===== src/rtl/conv_subblock_reader.sv =====
// Drains the encoder's three parity subblock FIFOs after computation_done and interleaves them
// into one valid/ready byte stream. Optional CONV_READER_PARITY_EN adds a running triplet XOR.
module conv_subblock_reader #(
  parameter int unsigned LEN_SHORT = 132,
  parameter int unsigned LEN_LONG  = 768,
  parameter int unsigned CNT_W     = 11
) (
  input  logic             clk,
  input  logic             reset,
  input  logic             computation_done,
  input  logic             code_block_length,
  input  logic             empty,
  input  logic [7:0]       q0,
  input  logic [7:0]       q1,
  input  logic [7:0]       q2,
  output logic             rdreq_subblock,
  output logic [7:0]       out_data,
  output logic             out_valid,
  input  logic             out_ready,
  output logic [1:0]       out_stream,
  output logic             frame_start,
  output logic             frame_end,
  output logic             busy,
  output logic [CNT_W-1:0] byte_count,
`ifdef CONV_READER_PARITY_EN
  output logic [23:0]      stream_parity,
`endif
  output logic             err_underrun
);

  localparam logic [CNT_W-1:0] LenShort = CNT_W'(LEN_SHORT);
  localparam logic [CNT_W-1:0] LenLong  = CNT_W'(LEN_LONG);

  typedef enum logic [2:0] {
    StIdle,
    StRead,
    StCapt,
    StEmit0,
    StEmit1,
    StEmit2,
    StDone
  } state_e;

  state_e           state_q, state_d;
  logic [CNT_W-1:0] length_q, length_d;
  logic [CNT_W-1:0] count_q, count_d;
  logic             err_q, err_d;
  logic             first_q, first_d;
  logic [7:0]       cap0_q, cap0_d;
  logic [7:0]       cap1_q, cap1_d;
  logic [7:0]       cap2_q, cap2_d;
  logic             last_triplet;

  assign last_triplet = (count_q == length_q);

  always_comb begin
    state_d  = state_q;
    length_d = length_q;
    count_d  = count_q;
    err_d    = err_q;
    first_d  = first_q;
    cap0_d   = cap0_q;
    cap1_d   = cap1_q;
    cap2_d   = cap2_q;
    unique case (state_q)
      StIdle: begin
        // Length is only latched here, so a done pulse while busy cannot alter the frame.
        if (computation_done) begin
          state_d  = StRead;
          length_d = code_block_length ? LenLong : LenShort;
          count_d  = '0;
          err_d    = 1'b0;
          first_d  = 1'b1;
        end
      end
      StRead: begin
        if (!empty) begin
          state_d = StCapt;
        end else begin
          err_d   = 1'b1;
          state_d = StIdle;
        end
      end
      StCapt: begin
        cap0_d  = q0;
        cap1_d  = q1;
        cap2_d  = q2;
        if (!last_triplet) begin
          count_d = count_q + 1'b1;
        end
        state_d = StEmit0;
      end
      StEmit0: begin
        if (out_ready) begin
          first_d = 1'b0;
          state_d = StEmit1;
        end
      end
      StEmit1: begin
        if (out_ready) begin
          state_d = StEmit2;
        end
      end
      StEmit2: begin
        if (out_ready) begin
          state_d = last_triplet ? StDone : StRead;
        end
      end
      StDone: begin
        state_d = StIdle;
      end
      default: begin
        state_d = StIdle;
      end
    endcase
  end

  always_ff @(posedge clk or negedge reset) begin
    if (!reset) begin
      state_q  <= StIdle;
      length_q <= LenShort;
      count_q  <= '0;
      err_q    <= 1'b0;
      first_q  <= 1'b0;
      cap0_q   <= '0;
      cap1_q   <= '0;
      cap2_q   <= '0;
    end else begin
      state_q  <= state_d;
      length_q <= length_d;
      count_q  <= count_d;
      err_q    <= err_d;
      first_q  <= first_d;
      cap0_q   <= cap0_d;
      cap1_q   <= cap1_d;
      cap2_q   <= cap2_d;
    end
  end

  // Outputs decode straight from state so an asynchronous reset clears them in the same cycle.
  always_comb begin
    rdreq_subblock = 1'b0;
    out_data       = '0;
    out_valid      = 1'b0;
    out_stream     = '0;
    frame_start    = 1'b0;
    frame_end      = 1'b0;
    unique case (state_q)
      StRead: begin
        rdreq_subblock = !empty;
      end
      StEmit0: begin
        out_valid   = 1'b1;
        out_data    = cap0_q;
        out_stream  = 2'd0;
        frame_start = first_q;
      end
      StEmit1: begin
        out_valid  = 1'b1;
        out_data   = cap1_q;
        out_stream = 2'd1;
      end
      StEmit2: begin
        out_valid  = 1'b1;
        out_data   = cap2_q;
        out_stream = 2'd2;
        frame_end  = last_triplet;
      end
      default: begin
      end
    endcase
  end

  assign busy         = (state_q != StIdle);
  assign byte_count   = count_q;
  assign err_underrun = err_q;

`ifdef CONV_READER_PARITY_EN
  logic [23:0] parity_q, parity_d;

  always_comb begin
    parity_d = parity_q;
    if (state_q == StIdle && computation_done) begin
      parity_d = '0;
    end else if (state_q == StCapt) begin
      parity_d = parity_q ^ {q2, q1, q0};
    end
  end

  always_ff @(posedge clk or negedge reset) begin
    if (!reset) begin
      parity_q <= '0;
    end else begin
      parity_q <= parity_d;
    end
  end

  assign stream_parity = parity_q;
`endif

endmodule


===== config.mk =====
export PLATFORM = sky130hd
export DESIGN_NAME = conv_subblock_reader
export DESIGN_NICKNAME = d
export VERILOG_FILES = /design/src/rtl/conv_subblock_reader.sv
export SDC_FILE = /design/constraint.sdc
export NUM_CORES = 1
export LEC_CHECK = 0
export ABC_CLOCK_PERIOD_IN_PS = 1500
export CELL_PAD_IN_SITES_DETAIL_PLACEMENT = 0
export CELL_PAD_IN_SITES_GLOBAL_PLACEMENT = 1
export CORE_UTILIZATION = 33
export DETAILED_ROUTE_END_ITERATION = 6
export PLACE_DENSITY_LB_ADDON = 0.1
export SLEW_MARGIN = 0
export SYNTH_ARGS = -nofsm -noshare
export SYNTH_HDL_FRONTEND = slang
export SYNTH_SLANG_ARGS = --single-unit

===== constraint.sdc =====
create_clock -name clk -period 1.5 [get_ports clk]
set_input_delay 0.45 -clock clk [delete_from_list [all_inputs] [get_ports clk]]
set_output_delay 0.45 -clock clk [all_outputs]
set_load 0.03 [all_outputs]

==> results by group <==
Status
  • Status: complete, but fails checks
  • Failing checks: negative setup slack

Placed design
  • HPWL after DPL: 4.02 mm
  • Post-Place Cell Area: 0.00326 mm²
  • Placed insts: 372
  • I/O Buffers: 56
  • GPL Wtd Cong: 0.763

Worst setup path
  • CP top delay family: simple AND/OR/NAND/NOR gates
  • Worst path most repeated cell: nor4_4
  • Crit path buf inv count: 1
  • CP Capture Type: output port
  • CP Cell Sequence: nor4_4 -> o2111ai_4 -> nor4_4 -> buf_6
  • Slowest library cell on the worst path: dfrtp_2
  • Critical Path Fanout Max: 2
  • Worst Path Required: 1.05 ns
  • Startpoint types: register
  • Crit-path max cell delay: 0.43 ns
  • WS Path Type: reg2out
  • Worst Path Arrival: 1.61 ns

Clock network
  • Total CTS buffers: 5
  • Post-CTS Hold Buffers: 0
  • Clock buffer depth: 2
  • Clock-pin slew on the worst setup and hold paths: 0.08 ns
  • H-tree depth: 2
  • CTS tree: done
  • CTS Sinks: 42
  • Clock root buffer: clkbuf_8
  • Skew-Pair Late Insertion Delay: 0.29 ns

Yosys
  • Synth Cell Area: 0.00215 mm²
  • Top cells by area, synth: dfrtp_1 (48%), mux2_2 (13%), o21ai_0 (4.2%)
  • Largest area contributor in the netlist: dfrtp_1
  • Post-synth cell types: 42
  • Sequential element share of the synthesized area: 49.0%
  • #FFs+latches synth: 42
  • Syn. warnings: 0
  • Number of enable flip-flop cells after synthesis: 0
  • Most common cell in the netlist: dfrtp_1
  • Synth cell count leaders: dfrtp_1 (41), mux2_2 (25), nand2_1 (21)
  • Most used DFF post-synth: dfrtp_1
  • Post-Syn Instances: 202
  • Mapped Nets: 234
  • Share of the synthesized area in the top cell type: 47.8%
  • Syn_area_per_cell: 10.6 µm²
  • Async S/R FF share, synth: 100%

Timing
  • Final Cycle Share: 138%
  • Finish-stage setup viols: 55
  • FMAX: 0.485 GHz
  • Clk_skew: 0.00727 ns
  • Normalized max-slew margin: 75.1%
  • RSZ-0062 raised after global routing: yes
  • Max Slew Vio Count: 0
  • Final Hold Vio Count: 0
  • Worst setup margin: -0.564 ns
  • Post-layout minimum cycle time: 2.06 ns
  • Worst Tran Pin Value: 0.372 ns
  • Min Hold Slack: 0.0346 ns

Global routing
  • Initial antenna violation count: 0
  • Largest net degree at the start of global routing: 32
  • Number of global-route vias before repair: 2019
  • GRT Total Usage: 19.7%
  • First-pass GRT wire length: 9.88 mm
  • Gr ovfl total: 0

Worst hold path
  • Worst hold path type: in2async

Layout
  • Antenna Cells: 0
  • Layout cells sized above 1: 60.8%
  • Final Cell Area: 0.00394 mm²
  • Area Overhead vs Synth: 83.5%
  • Layout Cells excl Fill: 393
  • Final core occ: 62.4%
  • Final #Nets: 347

Run
  • Max Cap Viol: 0

Die
  • Die Ht: 82.6 µm
  • Die X: 82.6 µm
  • IO Pins: 57
  • Die area: 0.00683 mm²
  • Cell row count: 29
  • Initial Util: 34.0%
  • Core area: 0.00631 mm²

Drt
  • Uppermost layer routed: met4
  • M1 WL: 2.54 mm
  • Metal3 WL: 248 µm
  • Vias/cell: 4.93
  • DRT antenna net count: 0
  • TritonRoute pass-1 iters: 4
  • Average wire per cell in the routed design: 15.3 µm
  • WL met2: 3.15 mm
  • Initial drt markers: 67
  • Post-Route WL: 6.01 mm
  • Vias: 1936
  • # DRC: 0

Power
  • PD cells: 2150 mW/mm²
  • Sw Ratio: 40.0%
  • Comb pwr share: 66.4%
  • Clk network pwr share: 9.3%
  • Peak VDD IR: 1280 µV
  • P_int: 5.08 mW
  • Seq pwr share: 24.3%
  • Net Switching: 3.39 mW
  • Total Power: 8.47 mW
  • Leak: 1.78 nW
power groups by stage:
stage	sequential [mW]	clock, mW	combinational [mW]
4_1_cts	2.02	0.805	5.61
3_3_place_gp	1.97	0	4.17
2_1_floorplan	2.09	0	2.55
3_5_place_dp	1.99	0	4.19
6_report	2.06	0.785	5.62
5_1_grt	2.13	0.855	6.00
per-layer routing:
layer	track usage (%)	vias up
li1	-	929
met1	23.2	958
met2	34.7	42
met3	4.73	7
met4	6.90	0
met5	0	-
worst reg2reg max path, cell delays in order (launching register included):
cell	delay, ns
dfrtp_2	0.43
nor4_4	0.34
o2111ai_4	0.18
buf_4	0.18
buf_6	0.11
buf_6	0.11
o21bai_4	0.21
nor2_4	0.07
mux2_4	0.25
metrics by stage:
stage               setup slack [ns]  TNS [ns]
global placement              -0.324     -6.59
floorplan                     -0.345     -3.48
CTS                           -0.622    -13.52
detailed placement            -0.358     -6.82
finish                        -0.564    -12.12
global route                  -0.659    -15.81
logic make-up (layout without fill, tap and decap cells):
kind of cell	Yosys count	after routing	synth area share, %
adders and majority gates	2	2	1.17
buffers and inverters	14	128	3.03
and+or+nand+nor	74	74	18.6
DFF	42	42	49.0
AOI/OAI and AO/OA	33	33	9.68
muxes	33	33	16.9
xor gates and xnor gates	4	4	1.63
placed cells by master (no fill, tap or decap), types with 3 or more instances in the layout:
cell	n
nand2_1	8
a21oi_1	3
buf_12	5
clkbuf_8	6
nor2_1	11
mux2_4	25
nand2_4	11
dfrtp_2	10
o21ai_4	7
o21ai_0	8
buf_6	45
nor2_4	7
buf_4	33
nand3_1	5
clkdlybuf4s50_1	27
nor4_4	3
mux2i_1	5
dfrtp_1	31
inv_1	5
nor2_2	3
path summary, 6_finish.rpt:
path | from | to | slack (ns) | cells past startpoint
worst max register to register | byte_count[4] | byte_count[0] | -0.49 | 8
worst min register to register | cap2_q[1] | cap2_q[1] | 0.52 | 1
max in group asynchronous | reset | state_q[2] | 0.99 | 2
min in group clk | cap2_q[1] | cap2_q[1] | 0.52 | 1
worst max-delay path | byte_count[4] | frame_end | -0.56 | 4
worst min-delay path | reset | byte_count[6] | 0.03 | 1
sequential cells by signal, summed over array words and instances (netlist names):
name / flops
byte_count: 11
cap0_q: 8
cap1_q: 8
cap2_q: 8
err_underrun: 1
first_q: 1
length_q: 2
state_q: 3
layout make-up:
cell class	instances	area, µm²
tap	77	96.3
sequential	42	1060
clock buffer	6	82.6
timing repair buffer	114	1170
fill	546	2380
multi-input combinational	146	1490
clock inverter	2	12.5
inverter	6	25.0
what timing repair did:
| action | CTS | global route |
|---|---|---|
| pin swaps | 18 | 21 |
| gates cloned | 3 | 0 |
| resized for setup | 85 | 52 |
| endpoints found under the setup margin | 53 | 62 |
| buffers inserted | 14 | 8 |
| endpoints found under the hold margin | 0 | 0 |
Power figures use the tool's default switching activity.
